[src/rtl/booth_seq_mult.sv]
// Purpose : iterative radix-2 Booth multiplier, signed WIDTH x WIDTH -> 2*WIDTH product.
// Latency : start accepted at edge E, done pulses in the cycle after edge E+WIDTH.
// Backpr. : one operation in flight; start is ignored unless ready is high.
//
// Ports:
//   clk, rst_n            rising-edge clock, asynchronous active-low reset
//   start                 request, accepted on an edge where ready=1
//   multiplicand          signed operand M, sampled on accept
//   multiplier            signed operand Q, sampled on accept
//   ready                 high in IDLE
//   busy                  high in RUN and DONE (always the complement of ready)
//   done                  registered one-cycle completion pulse
//   product               signed product, held until the next completion
module booth_seq_mult #(
  parameter int WIDTH = 8
) (
  input  logic                 clk,
  input  logic                 rst_n,
  input  logic                 start,
  input  logic [WIDTH-1:0]     multiplicand,
  input  logic [WIDTH-1:0]     multiplier,
  output logic                 ready,
  output logic                 busy,
  output logic                 done,
  output logic [2*WIDTH-1:0]   product
);

  localparam int CW = $clog2(WIDTH + 1);

  localparam logic [1:0] ST_IDLE = 2'd0;
  localparam logic [1:0] ST_RUN  = 2'd1;
  localparam logic [1:0] ST_DONE = 2'd2;

  logic [1:0]       state;
  // A and Mx carry one guard bit so that M = -2^(WIDTH-1) negates without overflow.
  logic [WIDTH:0]   a;
  logic [WIDTH:0]   mx;
  logic [WIDTH-1:0] q;
  logic             q_1;
  logic [CW-1:0]    cnt;

  logic [WIDTH:0]   a_sum;
  logic [WIDTH:0]   a_shift;
  logic [WIDTH-1:0] q_shift;

  // One Booth step: add/subtract selected by {Q[0],q_1}, then arithmetic
  // right shift of the concatenation {A,Q,q_1}.
  always_comb begin
    a_sum = a;
    case ({q[0], q_1})
      2'b01:   a_sum = a + mx;
      2'b10:   a_sum = a - mx;
      default: a_sum = a;
    endcase
    a_shift = {a_sum[WIDTH], a_sum[WIDTH:1]};
    q_shift = {a_sum[0], q[WIDTH-1:1]};
  end

  always_ff @(posedge clk or negedge rst_n) begin
    if (!rst_n) begin
      state   <= ST_IDLE;
      a       <= '0;
      mx      <= '0;
      q       <= '0;
      q_1     <= 1'b0;
      cnt     <= '0;
      done    <= 1'b0;
      product <= '0;
    end else begin
      done <= 1'b0;
      case (state)
        ST_IDLE: begin
          if (start) begin
            a     <= '0;
            mx    <= {multiplicand[WIDTH-1], multiplicand};
            q     <= multiplier;
            q_1   <= 1'b0;
            cnt   <= CW'(WIDTH);
            state <= ST_RUN;
          end
        end
        ST_RUN: begin
          a   <= a_shift;
          q   <= q_shift;
          q_1 <= q[0];
          cnt <= cnt - CW'(1);
          // Last step: the guard bit of A is only sign extension, so the
          // low WIDTH bits of A together with Q form the full product.
          if (cnt == CW'(1)) begin
            product <= {a_shift[WIDTH-1:0], q_shift};
            done    <= 1'b1;
            state   <= ST_DONE;
          end
        end
        ST_DONE: begin
          state <= ST_IDLE;
        end
        default: begin
          state <= ST_IDLE;
        end
      endcase
    end
  end

  assign ready = (state == ST_IDLE);
  assign busy  = ~ready;

endmodule

[config.mk]
export PLATFORM = sky130hd
export DESIGN_NAME = booth_seq_mult
export DESIGN_NICKNAME = d
export VERILOG_FILES = /design/src/rtl/booth_seq_mult.sv
export SDC_FILE = /design/constraint.sdc
export NUM_CORES = 1
export LEC_CHECK = 0
export ABC_AREA = 1
export BUFFER_PORTS_ARGS = -buffer_cell sky130_fd_sc_hd__buf_4
export CORE_ASPECT_RATIO = 1.25
export CORE_MARGIN = 5
export CORE_UTILIZATION = 30
export DETAILED_ROUTE_END_ITERATION = 6
export SYNTH_ARGS = -nofsm -noshare
export SYNTH_HDL_FRONTEND = slang
export SYNTH_SLANG_ARGS = --single-unit
[constraint.sdc]
create_clock -name clk -period 3.9 [get_ports clk]
set_input_delay 0.39 -clock clk [delete_from_list [all_inputs] [get_ports clk]]
set_output_delay 0.39 -clock clk [all_outputs]
set_load 0.05 [all_outputs]
### After elaboration in Yosys (flattened, before gate mapping)

Cells that the tools add are included.

* word-level logic and storage cells: 38
* output and inout bits: 19
* input port bits: 19
* flip-flop bits (word level): 49

* equality and inequality tests: 6
* reduce and logical (&&, ||, !) cells: 6
* bitwise gates (word level): 1
* add/sub/neg operators: 3
* mux-type cells: 14

Operator list (count)
* 9-bit one-hot mux with 2 select lines: 2
* 8-bit one-hot mux with 2 select lines: 1
* 9-bit adder: 1
* 9-bit two-way mux: 1
* 9-bit subtractor: 1
* 8-bit two-way mux: 1
* 4-bit one-hot mux with 2 select lines: 1
* 2-bit AND reduction: 4
* 2-bit by 1-bit equality test with 1-bit output (second input constant): 2
* 4-bit by 1-bit equality test with 1-bit output (second input constant): 1
* 2-bit two-way mux: 2
* 4-bit two-way mux: 1
* 2-bit inequality test (second input constant): 2
* 2-bit one-hot mux with 2 select lines: 1
* 4-bit by 1-bit subtractor with 4-bit output (second input constant): 1
* 1-bit two-way mux: 3
* 2-bit equality test (second input constant): 1
* 2-bit logical NOT: 1
* 1-bit one-hot mux with 2 select lines: 1
* 2-bit nonzero test: 1
* 1-bit NOT: 1

### Depth between registers and ports, before layout

* depth after elaboration: 3
* mapped depth: 19

### Least setup slack after synthesis

No wires, ideal clock.

* path kind: reg2reg
* start: reg mx[0]
* end: reg product[15]
* data arrival time: 2.258 ns
* cell stages (with the launch flop): 20
* path buffers: 0
* clock period less this slack: 2.376 ns
* required time: 3.782 ns
* path slack: 1.524 ns
* setup time: 0.118 ns
* path through: dfrtp_1 -> inv_1 -> ha_1 -> inv_1 -> nor2_1 -> nand2_1 -> o31ai_1 -> xnor2_1 -> inv_1 -> ha_1 -> nand2_1 -> inv_1 -> a21oi_1 -> nand2_1 -> nand2_1 -> nand3_1 -> nand2_1 -> nand2_1 -> nand2_1 -> nand2_1

* cells in the longest elaborated chain, start to end: 2
* elaborated cells on any way between the ends: 3
* classes of those cells: add/sub: 2; mux: 1

Ends and longest elaborated chain
* start, declared: RTL line 37 `logic [WIDTH:0] mx;`
* start signal, assigned: RTL line 75 `mx <= {multiplicand[WIDTH-1], multiplicand};`
* 9-bit subtractor / 9-bit adder (equally long branches): RTL line 52, 51
* 9-bit one-hot mux with 2 select lines *: RTL line 50 `case ({q[0], q_1})`
* end signal, assigned: RTL line 90 `product <= {a_shift[WIDTH-1:0], q_shift};`
* end, declared: RTL line 25 `output logic [2*WIDTH-1:0] product`

Mark *: on every way between the ends. The rest lies on a longest branch, timed or not.
A chain may end at the register's enable or synchronous reset.

### Worst setup path in the final report

Same ends and word-level chain as after synthesis.

==> summary.md <==
| Metric | Value |
|---|---|
| Area leader, netlist | `dfrtp_1` |
| Clock-pin transition on the worst setup and hold timing paths | `roughly 0.10 ns` |
| Setup ws final | `about 1.3 ns` |
| Total number of vias | `2176` |
| Layout cells sized above 1 | `20.28%` |
| DIE WIDTH | `approximately 94 um` |
| Crit-path most repeated cell | `nand2_1` |
| CTS Sinks | `between 40 and 50` |
| Die height | `roughly 120 um` |
| Hold slack | `0.09309 ns` |
| CTS resizes | `0` |
| Final non-filler cell total | `between 400 and 500` |
| Post-CTS setup buffer count | `0` |
| CP arrival | `around 2.8 ns` |
| Initial Util | `between 30% and 40%` |
| CORE AREA | `0.008701 mm2` |
| Final Critical Period | `between 2 and 3 ns` |
| Count leader, synth | `nand2_1` |
| Critical Path Start | `mx[0]` |
| Final global-route overflow total | `0` |
| Post-synth net total | `349` |
| CTS max path bufs | `2` |
| Initial antenna violation count | `0` |
| Synthesis-stage register bit count | `48` |
| Tot GR Track Use | `between 10% and 20%` |
| H-tree levels | `2` |
| Crit-path cells | `inv_1 > ha_1 > inv_1 > nor2_1 > nand2_1 > o31ai_1 > xnor2_1 > inv_1 > ha_1 > nand2_1 > inv_1 > a21oi_1 > nand2_1 > nand2_1 > nand3_1 > nand2_1 > nand2_1 > nand2_1 > nand2_1` |
| First-pass GRT wire length | `between 9 and 10 mm` |
| Largest net degree at the start of global routing | `a little under 50` |
| Layout area overhead | `18.13%` |
| Placed Cells | `between 400 and 500` |
| CTS tree | `built` |
| Slew @ Worst Pin | `between 0.6 and 0.7 ns` |
| Critical R2R Launch | `mx[0]` |
| Die footprint | `approximately 0.011 mm2` |
| TNS Setup | `0 ns` |
| Slowest stage delay, CP | `0.39 ns` |
| Hold WC Path Type | `in2async` |
| Final slew viol count | `0` |
| Register area share after synthesis | `a little under half` |
| Port Buffers | `37` |
| Detail Route Antenna Nets | `0` |
| Slowest cell on crit path | `dfrtp_1` |
| Fmax | `382.6 MHz` |
| Rel. slew slack | `between 50% and 60%` |
| Syn Std Cell Area | `between 0.002 and 0.003 mm2` |
| Final Hold Fails | `0` |
| Reg2Reg Depth | `19` |
| Cells after Synth | `between 300 and 400` |
| Top post-synthesis cells by area | `dfrtp_1, nand2_1, ha_1, inv_1, o21ai_0` |
| RSZ-0062 raised after global routing | `no` |
| YS warnings | `0` |
| Root Driver | `clkbuf_8` |
| Share of the synthesized area in the top cell type | `a little under half` |
| Final GP Congestion | `0.9128` |
| Drt initial violations | `around 140` |
| Max Cap Viol | `0` |
| Met3 Usage GRT | `under 10%` |
| FFs w/ async S/R, synth | `between 90% and 100%` |
| Yosys cell types | `36` |
| CTS buffer count | `5` |
| Setup violations, final | `0` |
| Io pins | `38` |
| Residual DRC | `0` |
| Post-synth EDFFs | `0` |
| Clock Latency Late Sink | `~0.30 ns` |
| First-pass iteration count of the detailed router | `4` |
| Cell Rows | `38` |
| Post-Route Skew | `0.009468 ns` |
| DP HPWL | `4.356 mm` |
| Met1 Use GR | `13.84%` |
| Crit. End Element | `register` |
| Top Usage Layer GRT | `met2` |
| Final net count | `approximately 390` |
| RR Endpoint | `product[15]` |
| Total routed wirelength | `between 5 and 6 mm` |
| Number of global-route vias before repair | `2205` |
| Type of the worst setup path | `reg2reg` |
| CP Launch Type | `register` |
| Routed len/inst | `about 12 um` |
| Synth cell count leaders | `nand2_1, dfrtp_1, inv_1, o21ai_0, nand3_1` |
| Required time of the critical path | `4.10 ns` |
| Hold Buf Count CTS | `0` |
| Critical path peak fanout | `6` |
| Dpl ws | `about 1.3 ns` |
| Status | `finished clean` |
| Flop-to-flop setup slack | `around 1.3 ns` |
| N_diodes | `0` |
| Vias per cell | `about 4.6` |
| Post-route clock period utilization | `67.02%` |
| Most used DFF post-synth | `dfrtp_1` |
| Met2 Use GR | `20.27%` |
| Syn Area/Cell | `roughly 8.4 um2` |
[cells by family after synthesis]
family                   Yosys count  synth area share (%)
flip-flops                        48                 45.09
AND/OR/NAND/NOR                  142                 23.95
XOR/XNOR                           7                 2.302
adder cells (fa/ha/maj)           13                 6.388
buffers and inverters             52                 8.830
AO/OA/AOI/OAI                     55                 13.43
[how the worst max path moves through the flow]
stage                              to  slack, ns  cells past startpoint
after detailed placement         a[7]       1.28                     19
after floorplan           product[15]       1.52                     19
final                     product[15]       1.29                     19
after global placement           a[7]       1.40                     19
after global routing             a[7]       0.91                     19
after CTS                        a[7]       1.28                     19
[final cells by class]
| class | count | area [um2] |
|---|---|---|
| clock buffer | 5 | 68.82 |
| clock inverter | 3 | 42.54 |
| fill | 913 | 5554 |
| inverter | 45 | 178.9 |
| multi-input combinational | 217 | 1227 |
| sequential | 48 | 1201 |
| tap | 120 | 150.1 |
| timing repair buffer | 37 | 277.8 |
[per-layer routing]
layer  part of all wire [%]  up-vias  wire, um
met3                    2.4       12       140
met4                    2.3        0       131
met5                      0        -         0
met2                     53       34      3036
li1                       -     1091         -
met1                     43     1039      2453
[critical path: cells and delay by family, from the launching register on]
family	cells	cell delay, ns
AO/OA/AOI/OAI	2	0.42
XOR/XNOR	1	0.15
adder cells (fa/ha/maj)	2	0.51
buffers and inverters	4	0.22
flip-flops	1	0.39
AND/OR/NAND/NOR	10	0.81
[sequential cells by signal (all words and copies together), names as in the netlist]
| name | flops |
|---|---|
| product | 16 |
| a | 8 |
| mx | 8 |
| q | 8 |
| cnt | 4 |
| state | 2 |
| done | 1 |
| q_1 | 1 |
[layout by cell type, fill, tap and decap left out]
cell type     n
o21ai_0      20
or3_1         1
inv_6         1
inv_4         2
o21ai_2       9
o22ai_1       1
clkinvlp_4    1
dfrtp_1      48
nor2_1       11
a21oi_1       6
ha_1         12
a22oi_1       7
nand3b_1      1
or2_2         2
nand2_1     101
a31oi_1       1
nor2_2        1
xor2_1        4
o211ai_2      1
nor3_1        1
nor2_8        3
clkinv_2      1
clkbuf_8      5
inv_1        39
o22ai_2       2
nand2_2       3
nand3_1      13
nand2_4       1
buf_4        37
nand4_1       4
inv_2         2
o31ai_1       1
xnor2_1       3
clkinv_1      1
bufinv_16     1
o21ai_1       6
fa_1          1
a22o_1        1
[stage by stage]
stage	utilization [%]	cell area (um2)
after CTS	36.17	3147
after floorplan	-	2664
after global routing	36.17	3147
after detailed placement	34.89	3035
after global placement	34.89	3035
final	36.17	3147
Power is left out: the tool's default activity adds up to more than one toggle a clock period on the data nets, which glitch-free logic cannot reach.
